## config.mk

```make
export PLATFORM = sky130hd
export DESIGN_NAME = exu_bp_update_ctl
export DESIGN_NICKNAME = d
export VERILOG_FILES = /design/src/rtl/exu_bp_update_ctl_pkg.sv /design/src/rtl/exu_bp_update_fifo.sv /design/src/rtl/exu_bp_update_ctl.sv
export SDC_FILE = /design/constraint.sdc
export NUM_CORES = 1
export LEC_CHECK = 0
export CORE_ASPECT_RATIO = 1.4
export CORE_MARGIN = 2
export CORE_UTILIZATION = 45
export DETAILED_ROUTE_END_ITERATION = 7
export GPL_ROUTABILITY_DRIVEN = 0
export GPL_TIMING_DRIVEN = 0
export PLACE_DENSITY = 0.76
export SETUP_SLACK_MARGIN = 0.2
export SYNTH_ARGS = -nofsm -noshare
export SYNTH_HDL_FRONTEND = slang
export SYNTH_SLANG_ARGS = --single-unit
```

## constraint.sdc

```tcl
create_clock -name clk -period 4.5 [get_ports clk]
set_clock_uncertainty 0.15 [all_clocks]
set_input_delay 0.675 -clock clk [delete_from_list [all_inputs] [get_ports clk]]
set_output_delay 0.675 -clock clk [all_outputs]
set_load 0.03 [all_outputs]
```

## src/rtl/exu_bp_update_ctl_pkg.sv

```systemverilog
// Shared types for the EXU -> IFU branch predictor update path.
// Resolved-branch packet, queued update packet and control FSM states.
package exu_bp_update_ctl_pkg;

  localparam int BP_IDX_W = 8;

  typedef struct packed {
    logic       misp;
    logic       ataken;
    logic       boffset;
    logic       pc4;
    logic [1:0] hist;
    logic       way;
  } predict_pkt_t;

  typedef struct packed {
    logic [BP_IDX_W-1:0] index;
    logic [1:0]          hist;
    logic                way;
    logic                misp;
    logic                ataken;
  } bp_upd_pkt_t;

  typedef enum logic [1:0] {
    RUN  = 2'd0,
    HALT = 2'd1,
    CLR  = 2'd2
  } bp_upd_state_t;

  function automatic bp_upd_pkt_t bp_upd_pack(
    input logic [BP_IDX_W-1:0] idx,
    input predict_pkt_t        p
  );
    bp_upd_pkt_t u;
    u.index  = idx;
    u.hist   = p.hist;
    u.way    = p.way;
    u.misp   = p.misp;
    u.ataken = p.ataken;
    return u;
  endfunction

endpackage

```

## src/rtl/exu_bp_update_fifo.sv

```systemverilog
// In-order DEPTH-entry FIFO with wrap-bit pointers.
// Entries held in enabled flops; clr empties it in one cycle.
module exu_bp_update_fifo #(
  parameter int DEPTH = 4,
  parameter int W     = 8
) (
  input  logic         clk,
  input  logic         rst_l,
  input  logic         clr,
  input  logic         wr_en,
  input  logic [W-1:0] wr_data,
  input  logic         rd_en,
  output logic [W-1:0] rd_data,
  output logic         full,
  output logic         empty
);

  localparam int AW = $clog2(DEPTH);

  logic [W-1:0] mem [DEPTH];
  logic [AW:0]  wr_ptr;
  logic [AW:0]  rd_ptr;

  // Pointer registers; clear wins over any push/pop.
  always_ff @(posedge clk or negedge rst_l) begin
    if (!rst_l) begin
      wr_ptr <= '0;
      rd_ptr <= '0;
    end else if (clr) begin
      wr_ptr <= '0;
      rd_ptr <= '0;
    end else begin
      if (wr_en) wr_ptr <= wr_ptr + 1'b1;
      if (rd_en) rd_ptr <= rd_ptr + 1'b1;
    end
  end

  // Entry storage, one enable per slot.
  always_ff @(posedge clk or negedge rst_l) begin
    if (!rst_l) begin
      for (int i = 0; i < DEPTH; i++)
        mem[i] <= '0;
    end else if (wr_en && !clr) begin
      for (int i = 0; i < DEPTH; i++)
        if (wr_ptr[AW-1:0] == AW'(i))
          mem[i] <= wr_data;
    end
  end

  assign rd_data = mem[rd_ptr[AW-1:0]];
  assign empty   = (wr_ptr == rd_ptr);
  assign full    = (wr_ptr[AW] != rd_ptr[AW]) &&
                   (wr_ptr[AW-1:0] == rd_ptr[AW-1:0]);

endmodule

```

## src/rtl/exu_bp_update_ctl.sv

```systemverilog
// Queues resolved branches and issues BHT/BTB writes to the IFU.
// Optional BP_UPDATE_BYPASS_EN: zero-latency path when queue idle.
module exu_bp_update_ctl
  import exu_bp_update_ctl_pkg::*;
#(
  parameter int DEPTH  = 4,
  parameter int IDX_W  = BP_IDX_W,
  parameter int IDX_LO = 3
) (
  input  logic             clk,
  input  logic             rst_l,
  input  logic             res_valid,
  input  logic [31:1]      res_pc,
  input  predict_pkt_t     res_pkt,
  input  logic             flush_bp_clr,
  input  logic             ifu_bp_halt,
  output logic             upd_valid,
  input  logic             upd_ready,
  output logic [IDX_W-1:0] upd_index,
  output logic [1:0]       upd_hist,
  output logic             upd_way,
  output logic             upd_misp,
  output logic             upd_ataken,
  output logic             bpq_full,
  output logic             bpq_ovf
);

  if (IDX_W != BP_IDX_W) begin : g_bad_idx_w
    $error("IDX_W must equal BP_IDX_W");
  end

  bp_upd_state_t state_q;
  bp_upd_state_t state_d;

  bp_upd_pkt_t res_upd;
  bp_upd_pkt_t head_upd;
  bp_upd_pkt_t out_upd;
  bp_upd_pkt_t upd_q;

  logic clr;
  logic fifo_full;
  logic fifo_empty;
  logic fifo_wr;
  logic fifo_rd;
  logic fifo_valid;
  logic bypass;
  logic out_valid;
  logic enq_req;
  logic ovf_set;
  logic ovf_q;
  logic unused_ok;

  assign res_upd = bp_upd_pack(
    res_pc[IDX_LO+IDX_W-1:IDX_LO], res_pkt);

  assign unused_ok = ^{res_pc, res_pkt};

  assign clr = flush_bp_clr || (state_q == CLR);

  // Next state and FIFO-head issue qualification.
  always_comb begin
    state_d    = state_q;
    fifo_valid = 1'b0;
    unique case (state_q)
      RUN: begin
        fifo_valid = !fifo_empty &&
                     (!ifu_bp_halt || upd_ready);
        if (ifu_bp_halt) state_d = HALT;
      end
      HALT: begin
        if (!ifu_bp_halt) state_d = RUN;
      end
      CLR: begin
        state_d = ifu_bp_halt ? HALT : RUN;
      end
      default: state_d = RUN;
    endcase
    if (flush_bp_clr) begin
      state_d    = CLR;
      fifo_valid = 1'b0;
    end
  end

  // Control state register.
  always_ff @(posedge clk or negedge rst_l) begin
    if (!rst_l) state_q <= RUN;
    else        state_q <= state_d;
  end

`ifdef BP_UPDATE_BYPASS_EN
  assign bypass    = res_valid && fifo_empty &&
                     (state_q == RUN) && upd_ready &&
                     !ifu_bp_halt && !flush_bp_clr;
  assign out_valid = fifo_valid || bypass;
  assign out_upd   = bypass ? res_upd : head_upd;
`else
  assign bypass    = 1'b0;
  assign out_valid = fifo_valid;
  assign out_upd   = head_upd;
`endif

  assign fifo_rd = fifo_valid && upd_ready;
  assign enq_req = res_valid && !clr && !bypass;
  assign fifo_wr = enq_req && (!fifo_full || fifo_rd);
  assign ovf_set = enq_req && fifo_full && !fifo_rd;

  exu_bp_update_fifo #(
    .DEPTH (DEPTH),
    .W     ($bits(bp_upd_pkt_t))
  ) u_fifo (
    .clk     (clk),
    .rst_l   (rst_l),
    .clr     (clr),
    .wr_en   (fifo_wr),
    .wr_data (res_upd),
    .rd_en   (fifo_rd),
    .rd_data (head_upd),
    .full    (fifo_full),
    .empty   (fifo_empty)
  );

  // Sticky overflow; only reset or a predictor clear drops it.
  always_ff @(posedge clk or negedge rst_l) begin
    if (!rst_l)       ovf_q <= 1'b0;
    else if (clr)     ovf_q <= 1'b0;
    else if (ovf_set) ovf_q <= 1'b1;
  end

  assign upd_q      = out_valid ? out_upd : '0;
  assign upd_valid  = out_valid;
  assign upd_index  = upd_q.index;
  assign upd_hist   = upd_q.hist;
  assign upd_way    = upd_q.way;
  assign upd_misp   = upd_q.misp;
  assign upd_ataken = upd_q.ataken;
  assign bpq_full   = fifo_full;
  assign bpq_ovf    = ovf_q;

endmodule

```

# Word level (Yosys, flattened, before mapping)
# Cells that the tools add are included.
# totals
ff_bits	61
# op_classes
n_reduce_logical	26
mux	17
bitwise_logic	1
n_eq_ne	10
magnitude_cmp	1
addsub	2
# ops
operator	count
13-bit 2-to-1 mux	3
13-bit binary-select mux with 2-bit select	1
3-bit 2-to-1 mux	4
2-bit AND reduction	5
1-bit logical AND	8
3-bit by 1-bit adder with 3-bit output (second input constant)	2
2-bit equality test (second input constant)	3
2-bit 2-to-1 mux	3
3-bit inequality test (second input constant)	2
2-bit case mux with 3 select lines	1
2-bit nonzero test	3
1-bit zero test	5
1-bit 2-to-1 mux	5
2-bit by 1-bit equality test with 1-bit output (second input constant)	2
2-bit zero test	2
3-bit equality test	1
3-bit greater-or-equal comparator (second input constant)	1
1-bit logical OR	3
2-bit inverter with 3-bit output	1
2-bit equality test	1
1-bit inequality test	1

# Longest topological paths before layout
# Gate-level depths: netlist of the first run.
# depth
ltp_word	10
depth_mapped	7

# Hierarchy
# A second synthesis of the first run with hierarchy kept.
# hier_totals
hier_cells	194
area_unflattened_um2	3169.3
# modules_own_cells
module	seq_area_each_um2	cells_each	area_per_inst_um2	instances
exu_bp_update_fifo	1451.4	163	2894.0	1
exu_bp_update_ctl	75.1	31	275.3	1

# Worst setup path after synthesis of the first run
# No wires, ideal clock.
# synth_path
kind	input port to flip-flop
startpoint	input flush_bp_clr
endpoint	register u_fifo.mem[16] (netlist name)
stages	5
path_buffers	2
slack_ps	2035
setup_time_ps	125
arrival_ps	2190
cell_sequence	or4b_1 buf_6 a211oi_4 buf_4 mux2_2
# synth_via
elab_chain_cells	6
# synth_lines
item	line_no	text
from (decl)	exu_bp_update_ctl.sv:15	input logic flush_bp_clr,
1-bit 2-to-1 mux / 1-bit logical OR (equally long branches)	exu_bp_update_ctl.sv:78, exu_bp_update_ctl.sv:58	
1-bit logical AND / 1-bit zero test (equally long branches)	exu_bp_update_ctl.sv:102, exu_bp_update_fifo.sv:43, exu_bp_update_ctl.sv:103	
1-bit logical OR / 1-bit logical AND (equally long branches)	exu_bp_update_ctl.sv:104, exu_bp_update_ctl.sv:103	
1-bit logical AND	exu_bp_update_ctl.sv:104	assign fifo_wr = enq_req && (!fifo_full || fifo_rd);
1-bit logical AND (*)	exu_bp_update_fifo.sv:43	end else if (wr_en && !clr) begin
2-bit AND reduction (no source line) (*)	n/a	
to (signal, indexed assignment)	exu_bp_update_fifo.sv:46	mem[i] <= wr_data;
to (decl)	exu_bp_update_fifo.sv:20	logic [W-1:0] mem [DEPTH];
# Every way passes the cells marked *; elsewhere a longest branch is shown, timed or not.
# A chain may end at the register's enable or synchronous reset.

# Final worst setup path of the first run
# layout_path
startpoint	input flush_bp_clr
endpoint	output upd_index[0]
# layout_via
elab_chain_cells	2
# layout_lines
item	line_no	text
1-bit 2-to-1 mux	exu_bp_update_ctl.sv:78	if (flush_bp_clr) begin
13-bit 2-to-1 mux	exu_bp_update_ctl.sv:129	assign upd_q = out_valid ? out_upd : '0;
to (decl)	exu_bp_update_ctl.sv:19	output logic [IDX_W-1:0] upd_index,
# Every way passes these cells.

==> results of run 1 <==
-- critical path, cell delays in order --
cell	delay (ns)
sky130_fd_sc_hd__clkdlybuf4s50_1	0.48
sky130_fd_sc_hd__nor3_1	0.21
sky130_fd_sc_hd__o21a_1	0.24
sky130_fd_sc_hd__clkbuf_1	0.42
sky130_fd_sc_hd__and3_1	0.27
sky130_fd_sc_hd__clkdlybuf4s50_1	0.68
-- worst paths after layout --
check | endpoint | cells after the start | from
setup / recovery | upd_index[0] | 6 | flush_bp_clr
hold / removal | u_fifo.mem[39] | 1 | rst_l
setup reg to reg | u_fifo.mem[25] | 6 | state_q[1]
hold reg to reg | bpq_ovf | 2 | bpq_ovf
max in group asynchronous | u_fifo.mem[16] | 2 | rst_l
min in group clk | bpq_ovf | 2 | bpq_ovf
-- metal layers --
metal / part of all wire [%] / track usage [%]
met1: 46 / 23.1
met2: 50 / 28.1
met3: 2.4 / 3.30
met4: 1.8 / 7.98
met5: 0 / 0
-- report_power, final --
part           total [mW]  switching (mW)  internal, mW
combinational       0.193          0.0706         0.123
sequential          0.672          0.0419         0.630
clock               0.536           0.223         0.313
total                1.40           0.336          1.07
-- metrics by stage --
step | setup WS (ns) | instances
after CTS | 0.704 | 331
after detailed placement | 0.708 | 315
after global placement | 0.644 | 314
after global routing | 0.616 | 331
after floorplan | 2.03 | 206
final | 0.698 | 331
-- registers in the layout, summed over array words and instances, names as in the netlist --
name,count
u_fifo.rd_ptr,3
u_fifo.wr_ptr,3
u_fifo.mem,52
bpq_ovf,1
state_q,2
-- cells by family after synthesis --
family / after synthesis / synth area share (%)
AOI/OAI and AO/OA: 13 / 4.59
xor gates and xnor gates: 4 / 1.17
adders and majority gates: 5 / 2.09
buffers and inverters: 18 / 3.38
DFF: 61 / 50.9
muxes: 68 / 31.5
and+or+nand+nor: 37 / 6.38
-- cell type report --
| class | count | share of cell area (%) |
|---|---|---|
| flip-flops and latches | 61 | 41.6 |
| repair buffers | 35 | 9.68 |
| multi-input cells | 127 | 37.4 |
| plain buffers | 14 | 2.35 |
| inverters | 4 | 0.409 |
| clock buffers | 9 | 3.37 |
| well taps | 74 | 2.52 |
| clock inverters | 7 | 2.73 |
-- layout by cell type (no fill, tap or decap), drive strengths merged, types with 2 or more instances in the layout --
| cell type | n |
|---|---|
| clkbuf | 14 |
| nand3 | 2 |
| mux2i | 3 |
| clkinvlp | 3 |
| inv | 4 |
| dfrtp | 61 |
| nor2 | 2 |
| buf | 11 |
| mux4 | 13 |
| nand2 | 15 |
| clkinv | 2 |
| mux2 | 52 |
| o21ai | 3 |
| xnor2 | 4 |
| bufinv | 2 |
| clkdlybuf4s50 | 33 |
| and3 | 13 |
| ha | 5 |
| a211oi | 4 |
==> flow_results.xml, run 1 <==
<?xml version="1.0" encoding="UTF-8"?>
<metrics>
  <group name="place">
    <metric name="place.detailed.hpwl" unit="mm">3.95</metric>
    <metric name="place.port_buffers" unit="">34</metric>
    <metric name="postPlaceCellArea" unit="um^2">3450</metric>
  </group>
  <group name="routing">
    <metric name="finalWirelength" unit="mm">5.78</metric>
    <metric name="route.detailed.drc" unit="">0</metric>
    <metric name="detail_route.wl_per_cell" unit="um">17.5</metric>
    <metric name="dr.first_iter.drc_count" unit="">85</metric>
    <metric name="detailedRoute.firstPassIterationCount" unit="">5</metric>
    <metric name="routed-via-count" unit="">1819</metric>
    <metric name="ant_nets" unit="">0</metric>
    <metric name="post_drt_via_cell_ratio" unit="">5.50</metric>
  </group>
  <group name="cts">
    <metric name="clk_latency" unit="ns">0.34</metric>
    <metric name="clock-root-buffer" unit="">sky130_fd_sc_hd__clkbuf_8</metric>
    <metric name="clock_tree_from_tritoncts" unit="">built</metric>
    <metric name="clock_path_buffers" unit="">2</metric>
    <metric name="postCtsHoldBufs" unit="">0</metric>
    <metric name="worst_setup_hold_path_clk_slew" unit="ns">0.07</metric>
    <metric name="cts-buffers-inserted" unit="">9</metric>
    <metric name="clkSinkCount" unit="">61</metric>
    <metric name="cts_resized" unit="">0</metric>
    <metric name="htreeDepth" unit="">3</metric>
    <metric name="post-cts-setup-buffers" unit="">0</metric>
  </group>
  <group name="timing">
    <metric name="setup_repair_after_global_routing_missed_its_margin" unit="">no</metric>
    <metric name="final_period_minus_worst_setup_slack" unit="ns">3.80</metric>
    <metric name="timing_worst_slew_pin_value" unit="ns">0.653</metric>
    <metric name="final.setup.tns" unit="ns">0</metric>
    <metric name="slew_violations" unit="">0</metric>
    <metric name="max-slew-margin-rel" unit="%">56.5</metric>
    <metric name="whs" unit="ns">0.174</metric>
    <metric name="fmax_achieved" unit="MHz">263</metric>
    <metric name="period_share" unit="%">84.5</metric>
    <metric name="hold_viol_final" unit="">0</metric>
    <metric name="report.final.setup_viol" unit="">0</metric>
  </group>
  <group name="logic_synthesis">
    <metric name="post_synth_num_cell_types" unit="">30</metric>
    <metric name="synth.cell_area" unit="um^2">3000</metric>
    <metric name="async_reset_ff_share" unit="%">100</metric>
    <metric name="synth_area_leaders" unit="">sky130_fd_sc_hd__dfrtp_1 (51%), sky130_fd_sc_hd__mux2_2 (16%), sky130_fd_sc_hd__mux4_2 (9.8%)</metric>
    <metric name="ys_seq_elements" unit="">61</metric>
    <metric name="postSynthAreaPerCell" unit="um^2">14.6</metric>
    <metric name="syn-num-nets" unit="">255</metric>
    <metric name="yosysWarningCount" unit="">0</metric>
    <metric name="synth_most_common_cell" unit="">sky130_fd_sc_hd__dfrtp_1</metric>
    <metric name="synth_top_area_share" unit="%">50.9</metric>
    <metric name="synth_edf_count" unit="">0</metric>
    <metric name="ys_seq_area_share" unit="%">50.9</metric>
    <metric name="synth_top_cell_by_area" unit="">sky130_fd_sc_hd__dfrtp_1</metric>
    <metric name="leading_cell_types_by_count_after_synthesis" unit="">sky130_fd_sc_hd__dfrtp_1 (61), sky130_fd_sc_hd__mux2_2 (42), sky130_fd_sc_hd__nand2_1 (15)</metric>
    <metric name="gate_count_of_the_mapped_netlist" unit="">206</metric>
    <metric name="postSynth.topFlopCell" unit="">sky130_fd_sc_hd__dfrtp_1</metric>
  </group>
  <group name="setup_path">
    <metric name="arrival" unit="ns">2.98</metric>
    <metric name="critPathKind" unit="">primary input to output pin</metric>
    <metric name="critical_path.startpoint_type" unit="">primary input</metric>
    <metric name="crit_required" unit="ns">3.67</metric>
    <metric name="r2r_slack" unit="ns">2.10</metric>
    <metric name="end_kind" unit="">output pin</metric>
    <metric name="timing.critical_path.fanout_max" unit="">10</metric>
  </group>
  <group name="global_routing">
    <metric name="grt_antenna_before_repair" unit="">0</metric>
    <metric name="grt_start_max_net_pins" unit="">39</metric>
    <metric name="grt_pass1_wl" unit="mm">9.57</metric>
    <metric name="number_of_global_route_vias_before_repair" unit="">1890</metric>
    <metric name="gr-usage-all-layers" unit="%">17.6</metric>
    <metric name="grt_overflow" unit="">0</metric>
  </group>
  <group name="power_and_ir_drop">
    <metric name="p_per_area" unit="nW/um^2">382</metric>
    <metric name="p_leak" unit="nW">1.66</metric>
    <metric name="power" unit="mW">1.40</metric>
    <metric name="worst_ir_drop_vdd" unit="mV">0.234</metric>
  </group>
  <group name="die">
    <metric name="die_h" unit="um">101</metric>
    <metric name="die-area" unit="um^2">7350</metric>
    <metric name="placementRows" unit="">35</metric>
    <metric name="floorplan.initialDensity" unit="%">46.0</metric>
    <metric name="floorplan_core_area" unit="um^2">6530</metric>
    <metric name="pin_count" unit="">60</metric>
    <metric name="fp.dieW" unit="um">73.0</metric>
  </group>
  <group name="final_layout">
    <metric name="num-fill-cells" unit="">529</metric>
    <metric name="antenna_fix_cells" unit="">0</metric>
    <metric name="combined_area_of_the_multi_input_logic_cells" unit="um^2">1370</metric>
    <metric name="post_route_cells_drive_above_1_share" unit="%">37.7</metric>
    <metric name="design.final.nets" unit="">301</metric>
    <metric name="area.sequential" unit="um^2">1530</metric>
    <metric name="final_core_util" unit="%">56.3</metric>
    <metric name="final_area" unit="um^2">3670</metric>
    <metric name="areaGrowthSynthToFinish" unit="%">22.4</metric>
  </group>
  <group name="status">
    <metric name="status" unit="">complete, no violations</metric>
  </group>
  <group name="flow_run">
    <metric name="max_cap_violations" unit="">0</metric>
  </group>
  <group name="min_path">
    <metric name="hold_class" unit="">primary input to asynchronous set/reset pin</metric>
  </group>
</metrics>
(Power assumes the default switching activity.)
==> inputs of run 2 (changes only) <==
--- a/config.mk
+++ b/config.mk
@@ -11,7 +11,7 @@
 export DETAILED_ROUTE_END_ITERATION = 7
 export GPL_ROUTABILITY_DRIVEN = 0
 export GPL_TIMING_DRIVEN = 0
-export PLACE_DENSITY = 0.76
+export PLACE_DENSITY = 0.79
 export SETUP_SLACK_MARGIN = 0.2
 export SYNTH_ARGS = -nofsm -noshare
 export SYNTH_HDL_FRONTEND = slang
==> constraint.sdc (replaced) <==
create_clock -name clk -period 3.14 [get_ports clk]
set_clock_uncertainty 0.15 [all_clocks]
set_input_delay 0.471 -clock clk [delete_from_list [all_inputs] [get_ports clk]]
set_output_delay 0.471 -clock clk [all_outputs]
set_load 0.03 [all_outputs]
==> run 2 against run 1 <==
Compared with the run above: die area did not move; first-iteration DRC count rose by 21%; largest power group unchanged; sequential power rose by 43%; global-route usage rose by 0.53 points; critical path depth did not move; clock power rose by 60%; critical endpoint is now upd_index[2]; cell count rose by 0.30%.
==> flow_results.xml, run 2 (synthesized netlist as in run 1, its figures left out) <==
<?xml version="1.0" encoding="UTF-8"?>
<metrics>
  <group name="power_and_ir_drop">
    <metric name="worst_ir_drop_vdd" unit="mV">0.234</metric>
    <metric name="power" unit="mW">2.10</metric>
    <metric name="p_per_area" unit="nW/um^2">570</metric>
    <metric name="p_leak" unit="nW">1.80</metric>
  </group>
  <group name="cts">
    <metric name="clock_tree_from_tritoncts" unit="">built</metric>
    <metric name="cts-buffers-inserted" unit="">9</metric>
    <metric name="worst_setup_hold_path_clk_slew" unit="ns">0.08</metric>
    <metric name="clock_path_buffers" unit="">2</metric>
    <metric name="htreeDepth" unit="">3</metric>
    <metric name="clk_latency" unit="ns">0.34</metric>
    <metric name="clock-root-buffer" unit="">sky130_fd_sc_hd__clkbuf_8</metric>
    <metric name="clkSinkCount" unit="">61</metric>
  </group>
  <group name="setup_path">
    <metric name="critical_path.startpoint_type" unit="">primary input</metric>
    <metric name="critPathKind" unit="">primary input to output pin</metric>
    <metric name="arrival" unit="ns">2.23</metric>
    <metric name="end_kind" unit="">output pin</metric>
    <metric name="ff2ff_path_depth" unit="">6</metric>
    <metric name="r2r_slack" unit="ns">0.72</metric>
    <metric name="crit_required" unit="ns">2.52</metric>
    <metric name="cp_cell_sequence" unit="">clkdlybuf4s50_1 &gt; nor3_1 &gt; o21a_1 &gt; clkbuf_2 &gt; and3_1 &gt; clkdlybuf4s15_1</metric>
    <metric name="timing.critical_path.max_delay_family" unit="">buffers and inverters</metric>
    <metric name="critPathSlowestCell" unit="">sky130_fd_sc_hd__clkdlybuf4s50_1</metric>
    <metric name="worst_r2r_startpoint" unit="">state_q[1]</metric>
    <metric name="critical_path.reg2reg.endpoint" unit="">u_fifo.mem[34]</metric>
    <metric name="timing.critical_path.fanout_max" unit="">10</metric>
    <metric name="cp_peak_stage_delay" unit="ns">0.48</metric>
    <metric name="critPathBufInv" unit="">3</metric>
  </group>
  <group name="final_layout">
    <metric name="post_route_cells_drive_above_1_share" unit="%">41.9</metric>
    <metric name="num-fill-cells" unit="">552</metric>
    <metric name="design.final.nets" unit="">302</metric>
    <metric name="registers.top_by_ff_count" unit="">u_fifo.mem</metric>
    <metric name="areaGrowthSynthToFinish" unit="%">22.8</metric>
    <metric name="largest_register_ff_count" unit="">52</metric>
    <metric name="layout_commonest_cell" unit="">sky130_fd_sc_hd__dfrtp_1</metric>
    <metric name="reg.largest.list" unit="">u_fifo.mem x52, u_fifo.rd_ptr x3, u_fifo.wr_ptr x3</metric>
    <metric name="antenna_fix_cells" unit="">0</metric>
    <metric name="most-common-layout-cells" unit="">sky130_fd_sc_hd__dfrtp_1 (61), sky130_fd_sc_hd__mux2_2 (42), sky130_fd_sc_hd__clkdlybuf4s50_1 (18)</metric>
  </group>
  <group name="die">
    <metric name="die_h" unit="um">101</metric>
    <metric name="pin_count" unit="">60</metric>
    <metric name="floorplan_core_area" unit="um^2">6530</metric>
    <metric name="fp.dieW" unit="um">73.0</metric>
    <metric name="die-area" unit="um^2">7350</metric>
    <metric name="floorplan.initialDensity" unit="%">46.0</metric>
    <metric name="placementRows" unit="">35</metric>
  </group>
  <group name="routing">
    <metric name="route.detailed.drc" unit="">0</metric>
    <metric name="routed-via-count" unit="">1842</metric>
    <metric name="ant_nets" unit="">0</metric>
    <metric name="detail_route.wl_per_cell" unit="um">17.9</metric>
    <metric name="dr.first_iter.drc_count" unit="">103</metric>
    <metric name="detailedRoute.firstPassIterationCount" unit="">4</metric>
    <metric name="finalWirelength" unit="mm">5.93</metric>
    <metric name="post_drt_via_cell_ratio" unit="">5.55</metric>
  </group>
  <group name="min_path">
    <metric name="whs_path_depth" unit="">2</metric>
    <metric name="hp-start" unit="">bpq_ovf</metric>
    <metric name="hold_class" unit="">flop to flop</metric>
    <metric name="hold-path-endpoint" unit="">bpq_ovf</metric>
  </group>
  <group name="timing">
    <metric name="timing_worst_slew_pin_value" unit="ns">0.641</metric>
    <metric name="fmax_achieved" unit="MHz">351</metric>
    <metric name="max-slew-margin-rel" unit="%">57.1</metric>
    <metric name="setup_repair_after_global_routing_missed_its_margin" unit="">yes</metric>
    <metric name="final_period_minus_worst_setup_slack" unit="ns">2.85</metric>
    <metric name="whs" unit="ns">0.335</metric>
    <metric name="hold_viol_final" unit="">0</metric>
    <metric name="slew_violations" unit="">0</metric>
    <metric name="final.setup.tns" unit="ns">0</metric>
    <metric name="report.final.setup_viol" unit="">0</metric>
    <metric name="period_share" unit="%">90.8</metric>
  </group>
  <group name="status">
    <metric name="status" unit="">complete, no violations</metric>
  </group>
  <group name="global_routing">
    <metric name="grt_pass1_wl" unit="mm">9.68</metric>
    <metric name="number_of_global_route_vias_before_repair" unit="">1928</metric>
    <metric name="grt_overflow" unit="">0</metric>
    <metric name="gr-usage-all-layers" unit="%">18.1</metric>
    <metric name="grt_start_max_net_pins" unit="">37</metric>
    <metric name="grt_antenna_before_repair" unit="">0</metric>
  </group>
  <group name="flow_run">
    <metric name="max_cap_violations" unit="">0</metric>
  </group>
  <group name="place">
    <metric name="place.detailed.hpwl" unit="mm">4.07</metric>
    <metric name="place.port_buffers" unit="">34</metric>
  </group>
</metrics>
run 2: cell count changes in the layout (fill, tap and decap cells not counted), moves of 2 or more:
cell,change
sky130_fd_sc_hd__clkbuf_2,+11
sky130_fd_sc_hd__clkbuf_1,-3
sky130_fd_sc_hd__dlymetal6s2s_1,+5
sky130_fd_sc_hd__clkinvlp_4,-2
sky130_fd_sc_hd__clkdlybuf4s50_1,-15
run 2: timing repair:
item	CTS	global route
buffers inserted	0	0
resized for setup	14	22
endpoints found under the setup margin	10	14
hold buffers	1	0
endpoints found under the hold margin	1	0
pin swaps	0	0
run 2: layout make-up:
class	instances	area (um^2)	share of cell area, %
plain buffers	14	92.6	2.51
clock buffers	9	124	3.36
clock inverters	7	124	3.36
inverters	4	15.0	0.408
multi-input cells	127	1370	37.3
flip-flops and latches	61	1530	41.4
well taps	74	92.6	2.51
repair buffers	36	337	9.14
run 2: routing by layer:
metal | up-vias | track usage (%) | part of all wire [%]
met1 | 964 | 21.8 | 41
met2 | 34 | 30.8 | 54
met5 | - | 0 | 0
li1 | 839 | - | -
met4 | 0 | 7.26 | 1.4
met3 | 5 | 4.30 | 3.5
run 2: per-stage QoR:
step                worst slack [ns]  cells  utilization, %  area [um^2]
floorplan                      0.879    206               -         3000
global placement              -0.478    314            52.6         3430
detailed placement            -0.201    315            52.8         3450
CTS                            0.227    332            56.7         3700
global route                   0.130    332            56.5         3680
finish                         0.289    332            56.5         3680
run 2: worst max path at each step:
stage / slack (ns) / endpoint / from / cells after the start
final: 0.29 / upd_index[2] / flush_bp_clr / 6
after global routing: 0.13 / upd_index[2] / flush_bp_clr / 6
after CTS: 0.23 / bpq_full / u_fifo.rd_ptr[1] / 5
after detailed placement: -0.20 / upd_index[3] / flush_bp_clr / 6
after global placement: -0.48 / u_fifo.mem[32] / rst_l / 1
after floorplan: 0.88 / u_fifo.mem[16] / flush_bp_clr / 5
run 2: power breakdown:
| part | switching [mW] | total (mW) | internal, mW |
|---|---|---|---|
| logic | 0.105 | 0.280 | 0.175 |
| clock network | 0.327 | 0.857 | 0.531 |
| registers | 0.0592 | 0.962 | 0.903 |
run 2: worst register-to-register path: stages, from the launching register on:
cell and delay (ns):
sky130_fd_sc_hd__dfrtp_1 0.41, sky130_fd_sc_hd__nor2b_1 0.15, sky130_fd_sc_hd__or2_2 0.26, sky130_fd_sc_hd__clkbuf_1 0.26, sky130_fd_sc_hd__a211oi_4 0.43, sky130_fd_sc_hd__buf_4 0.28, sky130_fd_sc_hd__mux2_2 0.37
